--- config.mk ---
export PLATFORM = sky130hd
export DESIGN_NAME = pulse_stretcher_flat
export DESIGN_NICKNAME = d
export VERILOG_FILES = /design/src/rtl/pulse_stretcher_if.sv /design/src/rtl/pulse_stretcher.sv /design/src/flat_wrapper.sv
export SDC_FILE = /design/constraint.sdc
export NUM_CORES = 1
export LEC_CHECK = 0
export ABC_AREA = 1
export CORE_ASPECT_RATIO = 1.4
export CORE_MARGIN = 2
export CORE_UTILIZATION = 40
export CTS_BUF_LIST = sky130_fd_sc_hd__clkbuf_4
export CTS_CLUSTER_DIAMETER = 60
export DETAILED_ROUTE_END_ITERATION = 6
export GPL_ROUTABILITY_DRIVEN = 0
export PLACE_DENSITY_LB_ADDON = 0.05
export SETUP_SLACK_MARGIN = 0.5
export SYNTH_ARGS = -nofsm -noshare
export SYNTH_HDL_FRONTEND = slang
export SYNTH_SLANG_ARGS = --single-unit
--- constraint.sdc ---
create_clock -name clk -period 2.54 [get_ports clk]
set_input_delay 0.508 -clock clk [delete_from_list [all_inputs] [get_ports clk]]
set_output_delay 0.508 -clock clk [all_outputs]
set_load 0.05 [all_outputs]
--- src/rtl/pulse_stretcher_if.sv ---
// Event-in / stretched-level-out bundle for pulse_stretcher.
// master drives the event strobe and overflow clear; slave returns window status.
interface pulse_stretcher_if #(
    parameter int PEND_W = 3
);
    logic              pulse_in;
    logic              clr_ovf;
    logic              out;
    logic              busy;
    logic [PEND_W-1:0] pend;
    logic              ovf;

    modport master (
        output pulse_in,
        output clr_ovf,
        input  out,
        input  busy,
        input  pend,
        input  ovf
    );

    modport slave (
        input  pulse_in,
        input  clr_ovf,
        output out,
        output busy,
        output pend,
        output ovf
    );
endinterface

--- src/rtl/pulse_stretcher.sv ---
// Turns single-cycle events into ON_CYCLES-high windows followed by an OFF_CYCLES gap; extra events queue.
// Optional macro PULSE_STRETCHER_RETRIG_EN: pulses during ON extend the current window instead of queueing.
module pulse_stretcher #(
    parameter int ON_CYCLES  = 10,
    parameter int OFF_CYCLES = 10,
    parameter int CNT_W      = 16,
    parameter int PEND_W     = 3
) (
    input  logic                clk,
    input  logic                rst,
    pulse_stretcher_if.slave    bus
);
    typedef enum logic [1:0] {
        IDLE = 2'd0,
        ON   = 2'd1,
        OFF  = 2'd2
    } state_t;

    localparam logic [CNT_W-1:0]  ON_LD    = CNT_W'(ON_CYCLES - 1);
    localparam logic [CNT_W-1:0]  OFF_LD   = CNT_W'(OFF_CYCLES - 1);
    localparam logic [PEND_W-1:0] PEND_MAX = '1;

    state_t            r_state;
    logic [CNT_W-1:0]  r_cnt;
    logic [PEND_W-1:0] r_pend;
    logic              r_ovf;
    logic              r_out;
    logic              r_busy;

    state_t            w_nxt_state;
    logic [CNT_W-1:0]  w_nxt_cnt;
    logic [PEND_W-1:0] w_nxt_pend;
    logic              w_ovf_set;
    logic [PEND_W:0]   w_eff;
    logic              w_pend_max;

    assign w_pend_max = (r_pend == PEND_MAX);
    assign w_eff      = {1'b0, r_pend} + {{PEND_W{1'b0}}, bus.pulse_in};

    always_comb begin
        w_nxt_state = r_state;
        w_nxt_cnt   = r_cnt;
        w_nxt_pend  = r_pend;
        w_ovf_set   = 1'b0;
        case (r_state)
            IDLE: begin
                w_nxt_pend = '0;
                if (bus.pulse_in) begin
                    w_nxt_state = ON;
                    w_nxt_cnt   = ON_LD;
                end
            end
            ON: begin
`ifdef PULSE_STRETCHER_RETRIG_EN
                if (bus.pulse_in) begin
                    w_nxt_cnt = ON_LD;
                end else if (r_cnt == '0) begin
                    w_nxt_state = OFF;
                    w_nxt_cnt   = OFF_LD;
                end else begin
                    w_nxt_cnt = r_cnt - 1'b1;
                end
`else
                if (bus.pulse_in) begin
                    if (w_pend_max) w_ovf_set  = 1'b1;
                    else            w_nxt_pend = r_pend + 1'b1;
                end
                if (r_cnt == '0) begin
                    w_nxt_state = OFF;
                    w_nxt_cnt   = OFF_LD;
                end else begin
                    w_nxt_cnt = r_cnt - 1'b1;
                end
`endif
            end
            OFF: begin
                if (r_cnt != '0) begin
                    w_nxt_cnt = r_cnt - 1'b1;
                    if (bus.pulse_in) begin
                        if (w_pend_max) w_ovf_set  = 1'b1;
                        else            w_nxt_pend = r_pend + 1'b1;
                    end
                // Last gap cycle: a same-cycle pulse counts toward the replay, so a full queue never overflows here.
                end else if (w_eff != '0) begin
                    w_nxt_state = ON;
                    w_nxt_cnt   = ON_LD;
                    w_nxt_pend  = PEND_W'(w_eff - 1'b1);
                end else begin
                    w_nxt_state = IDLE;
                    w_nxt_cnt   = '0;
                end
            end
            default: begin
                w_nxt_state = IDLE;
                w_nxt_cnt   = '0;
                w_nxt_pend  = '0;
            end
        endcase
    end

    always_ff @(posedge clk) begin
        if (!rst) begin
            r_state <= IDLE;
            r_cnt   <= '0;
            r_pend  <= '0;
            r_ovf   <= 1'b0;
            r_out   <= 1'b0;
            r_busy  <= 1'b0;
        end else begin
            r_state <= w_nxt_state;
            r_cnt   <= w_nxt_cnt;
            r_pend  <= w_nxt_pend;
            r_out   <= (w_nxt_state == ON);
            r_busy  <= (w_nxt_state != IDLE);
            if (w_ovf_set)        r_ovf <= 1'b1;
            else if (bus.clr_ovf) r_ovf <= 1'b0;
        end
    end

    assign bus.out  = r_out;
    assign bus.busy = r_busy;
    assign bus.pend = r_pend;
    assign bus.ovf  = r_ovf;
endmodule

--- src/flat_wrapper.sv ---
// flat-port wrapper written by rule: the top's interface ports become plain ports
module pulse_stretcher_flat 
#(
    parameter int ON_CYCLES  = 10,
    parameter int OFF_CYCLES = 10,
    parameter int CNT_W      = 16,
    parameter int PEND_W     = 3
)
  (clk, rst, bus_pulse_in, bus_clr_ovf, bus_out, bus_busy, bus_pend, bus_ovf);
  pulse_stretcher_if #(.PEND_W(PEND_W)) bus_i ();
  input  logic clk;
  input  logic rst;
  input wire logic [$bits(bus_i.pulse_in)-1:0] bus_pulse_in;
  input wire logic [$bits(bus_i.clr_ovf)-1:0] bus_clr_ovf;
  output wire logic [$bits(bus_i.out)-1:0] bus_out;
  output wire logic [$bits(bus_i.busy)-1:0] bus_busy;
  output wire logic [$bits(bus_i.pend)-1:0] bus_pend;
  output wire logic [$bits(bus_i.ovf)-1:0] bus_ovf;
  assign bus_i.pulse_in = bus_pulse_in;
  assign bus_i.clr_ovf = bus_clr_ovf;
  assign bus_out = bus_i.out;
  assign bus_busy = bus_i.busy;
  assign bus_pend = bus_i.pend;
  assign bus_ovf = bus_i.ovf;
  pulse_stretcher #(.ON_CYCLES(ON_CYCLES), .OFF_CYCLES(OFF_CYCLES), .CNT_W(CNT_W), .PEND_W(PEND_W)) u_core (.clk(clk), .rst(rst), .bus(bus_i));
endmodule
==> impl_results.md <==
* Worst Tran Pin Value at 493 ps
* Outcome: completed
* CP Cell Sequence: clkdlybuf4s50_1
* Std-Cell Rows at 26
* Largest net degree at the start of global routing at 15
* Netlist Area Pre-Place at 0.00156 mm²
* CTS Buf Count at 3
* Post-synthesis cell count at 232
* Syn-to-layout area delta at 15.7%
* Gr ovfl total at 0
* Seq/Total Area, Yosys at 30.9%
* Number of fill cells at 388
* Critical path class: flip-flop to output pin
* CTS tree: yes
* DR DRC count at 0
* 1st-iter DRT viols at 30
* Setup violators final at 0
* Vias in the first global route at 1351
* Fin crit period at 1980 ps
* Die area at 0.00441 mm²
* CP Max Fanout at 2
* Yosys cell types at 27
* Syn. warnings at 0
* Die width at 56.7 µm
* Final #Nets at 262
* Syn nets at 246
* Max stage delay cell, worst path: clkdlybuf4s50_1
* PortBufs at 9
* Global-route wire length before repair at 5.90 mm
* Worst-Skew Late Latency at 320 ps
* Die H at 77.8 µm
* Fin crit share at 78.0%
* Mean Syn Cell Area at 6.71 µm²
* H-Tree Depth at 1
* Fin. max-slew vios at 0
* Root Buffer: clkbuf_4
* Arr. time, crit path at 1470 ps
* CP Capture Type: output pin
* Max_cap viols at 0
* ANT cells at 0
* Share of layout cells above drive strength 1 at 15.0%
* Max-Slew Margin vs Limit at 67.0%
* Routed WL at 3.51 mm
* WP buf/inv at 1
* Post-DRT Antenna Nets at 0
* Hold crit path type: flip-flop to flip-flop
* Setup TNS Final at 0 ps
* #FFs+latches synth at 24
* Fin. Hold Viols at 0
* CP startpoint kind: flip-flop
* Core Region at 0.00368 mm²
* Fmax at 0.505 GHz
* Number of I/O pins at 10
* Top delay family on crit path: buffers and inverters
* Worst-path clk slew at 140 ps
* Clock Skews at 5.80 ps
* Number of antenna violations at the first check in global routing at 0
* Required @ worst endpoint at 2030 ps
* DP Wirelength at 2.80 mm
* Total number of vias at 1398
* DR WL/cell at 12.1 µm
* Peak per-stage delay on the critical path at 800 ps
* Initial Util at 42.3%
* Total GRT Usage at 16.8%
* Vias per cell at 4.84
* Clk sinks at 24
* Setup repair after global routing missed its margin: false
* Max Root-Sink Buffers at 2
* Drt pass-1 iters at 4
* CTS Hold Buffers Added at 0
## area by class of cell
class / count / area (µm²) / share of cell area (%)
multi-input combinational: 173 / 975 / 54.1
timing repair buffer: 12 / 111 / 6.18
clock inverter: 1 / 30.0 / 1.67
tap: 42 / 52.6 / 2.92
sequential: 24 / 482 / 26.8
clock buffer: 3 / 22.5 / 1.25
inverter: 34 / 128 / 7.09
## kinds of logic after synthesis
family	share of synthesized area [%]
and+or+nand+nor	39.9
buffers and inverters	8.92
DFF	30.9
AOI/OAI and AO/OA	5.55
xor gates and xnor gates	6.75
adders and majority gates	8.04
## synth_stat cells
cell type | number | area, µm²
nor3_2 | 1 | 10.0
nand2_1 | 59 | 221
xor2_1 | 8 | 70.1
buf_6 | 1 | 11.3
nor2_4 | 3 | 33.8
nor4_1 | 1 | 6.26
nor2_2 | 5 | 31.3
o21ai_1 | 6 | 30.0
nand3_2 | 2 | 20.0
o21ai_0 | 3 | 15.0
xnor2_1 | 4 | 35.0
clkinv_1 | 1 | 3.75
or2_2 | 1 | 6.26
inv_2 | 6 | 22.5
dfxtp_1 | 24 | 480
nand2_2 | 3 | 18.8
nor3_4 | 1 | 16.3
nor3_1 | 3 | 15.0
nand3_1 | 15 | 75.1
nand4_1 | 3 | 18.8
inv_1 | 27 | 101
a21oi_1 | 5 | 25.0
o41ai_1 | 1 | 8.76
o21bai_1 | 1 | 7.51
ha_1 | 10 | 125
or2_4 | 1 | 8.76
nor2_1 | 37 | 139
## state kept, by name, indices dropped and copies added, names as in the netlist
signal,cells
u_core.bus.busy,1
u_core.bus.pend,3
u_core.bus.out,1
u_core.bus.ovf,1
u_core.r_state,2
u_core.r_cnt,16
## per-stage QoR
step	hold WS (ps)	utilization (%)	cell area [µm²]	setup WS, ps	std cells
after global placement	458	46.4	1700	106	284
after CTS	474	48.2	1770	466	289
after floorplan	423	-	1560	580	232
after detailed placement	439	46.4	1700	69.2	284
final	472	49.0	1800	558	289
after global routing	497	49.0	1800	503	289
## worst paths after layout
check                                                startpoint                              end  slack, ps  cells after the start
worst max-delay path                u_core.bus.ovf$_SDFFE_PN0P_                          bus_ovf        560                      1
worst min-delay path               u_core.r_cnt[1]$_SDFFE_PN0P_     u_core.r_cnt[1]$_SDFFE_PN0P_        470                      2
worst max register to register  u_core.bus.pend[0]$_SDFFE_PN0P_  u_core.bus.pend[2]$_SDFFE_PN0P_        740                     13
worst min register to register     u_core.r_cnt[1]$_SDFFE_PN0P_     u_core.r_cnt[1]$_SDFFE_PN0P_        470                      2
## placed cells by master, fill, tap and decap left out, types with 3 or more instances in the layout
| cell type | n |
|---|---|
| a21oi_1 | 5 |
| buf_4 | 3 |
| clkbuf_4 | 3 |
| clkdlybuf4s50_1 | 5 |
| dfxtp_1 | 23 |
| dlygate4sd2_1 | 3 |
| ha_1 | 8 |
| inv_1 | 26 |
| inv_2 | 7 |
| nand2_1 | 59 |
| nand2_2 | 3 |
| nand3_1 | 14 |
| nand4_1 | 3 |
| nor2_1 | 35 |
| nor2_2 | 6 |
| nor2_4 | 4 |
| nor3_1 | 3 |
| o21ai_0 | 3 |
| o21ai_1 | 6 |
| xnor2_1 | 4 |
| xor2_1 | 8 |
## routing by layer
metal | part of all wire, % | GRT usage, % | vias to the layer above
met5 | 0 | 0 | -
met4 | 2.7 | 7.62 | 0
met3 | 1.7 | 2.00 | 8
met2 | 54 | 32.2 | 14
met1 | 42 | 17.7 | 624
li1 | - | - | 752
## timing repair
action                                  4_1_cts  5_1_grt
buffers inserted                              1        0
hold endpoints to repair                      0        0
pin swaps                                     1        1
endpoints found under the setup margin        6        8
resized for setup                             5        8
Power is left out: the tool's default activity adds up to more than one toggle a clock period on the data nets, which glitch-free logic cannot reach.
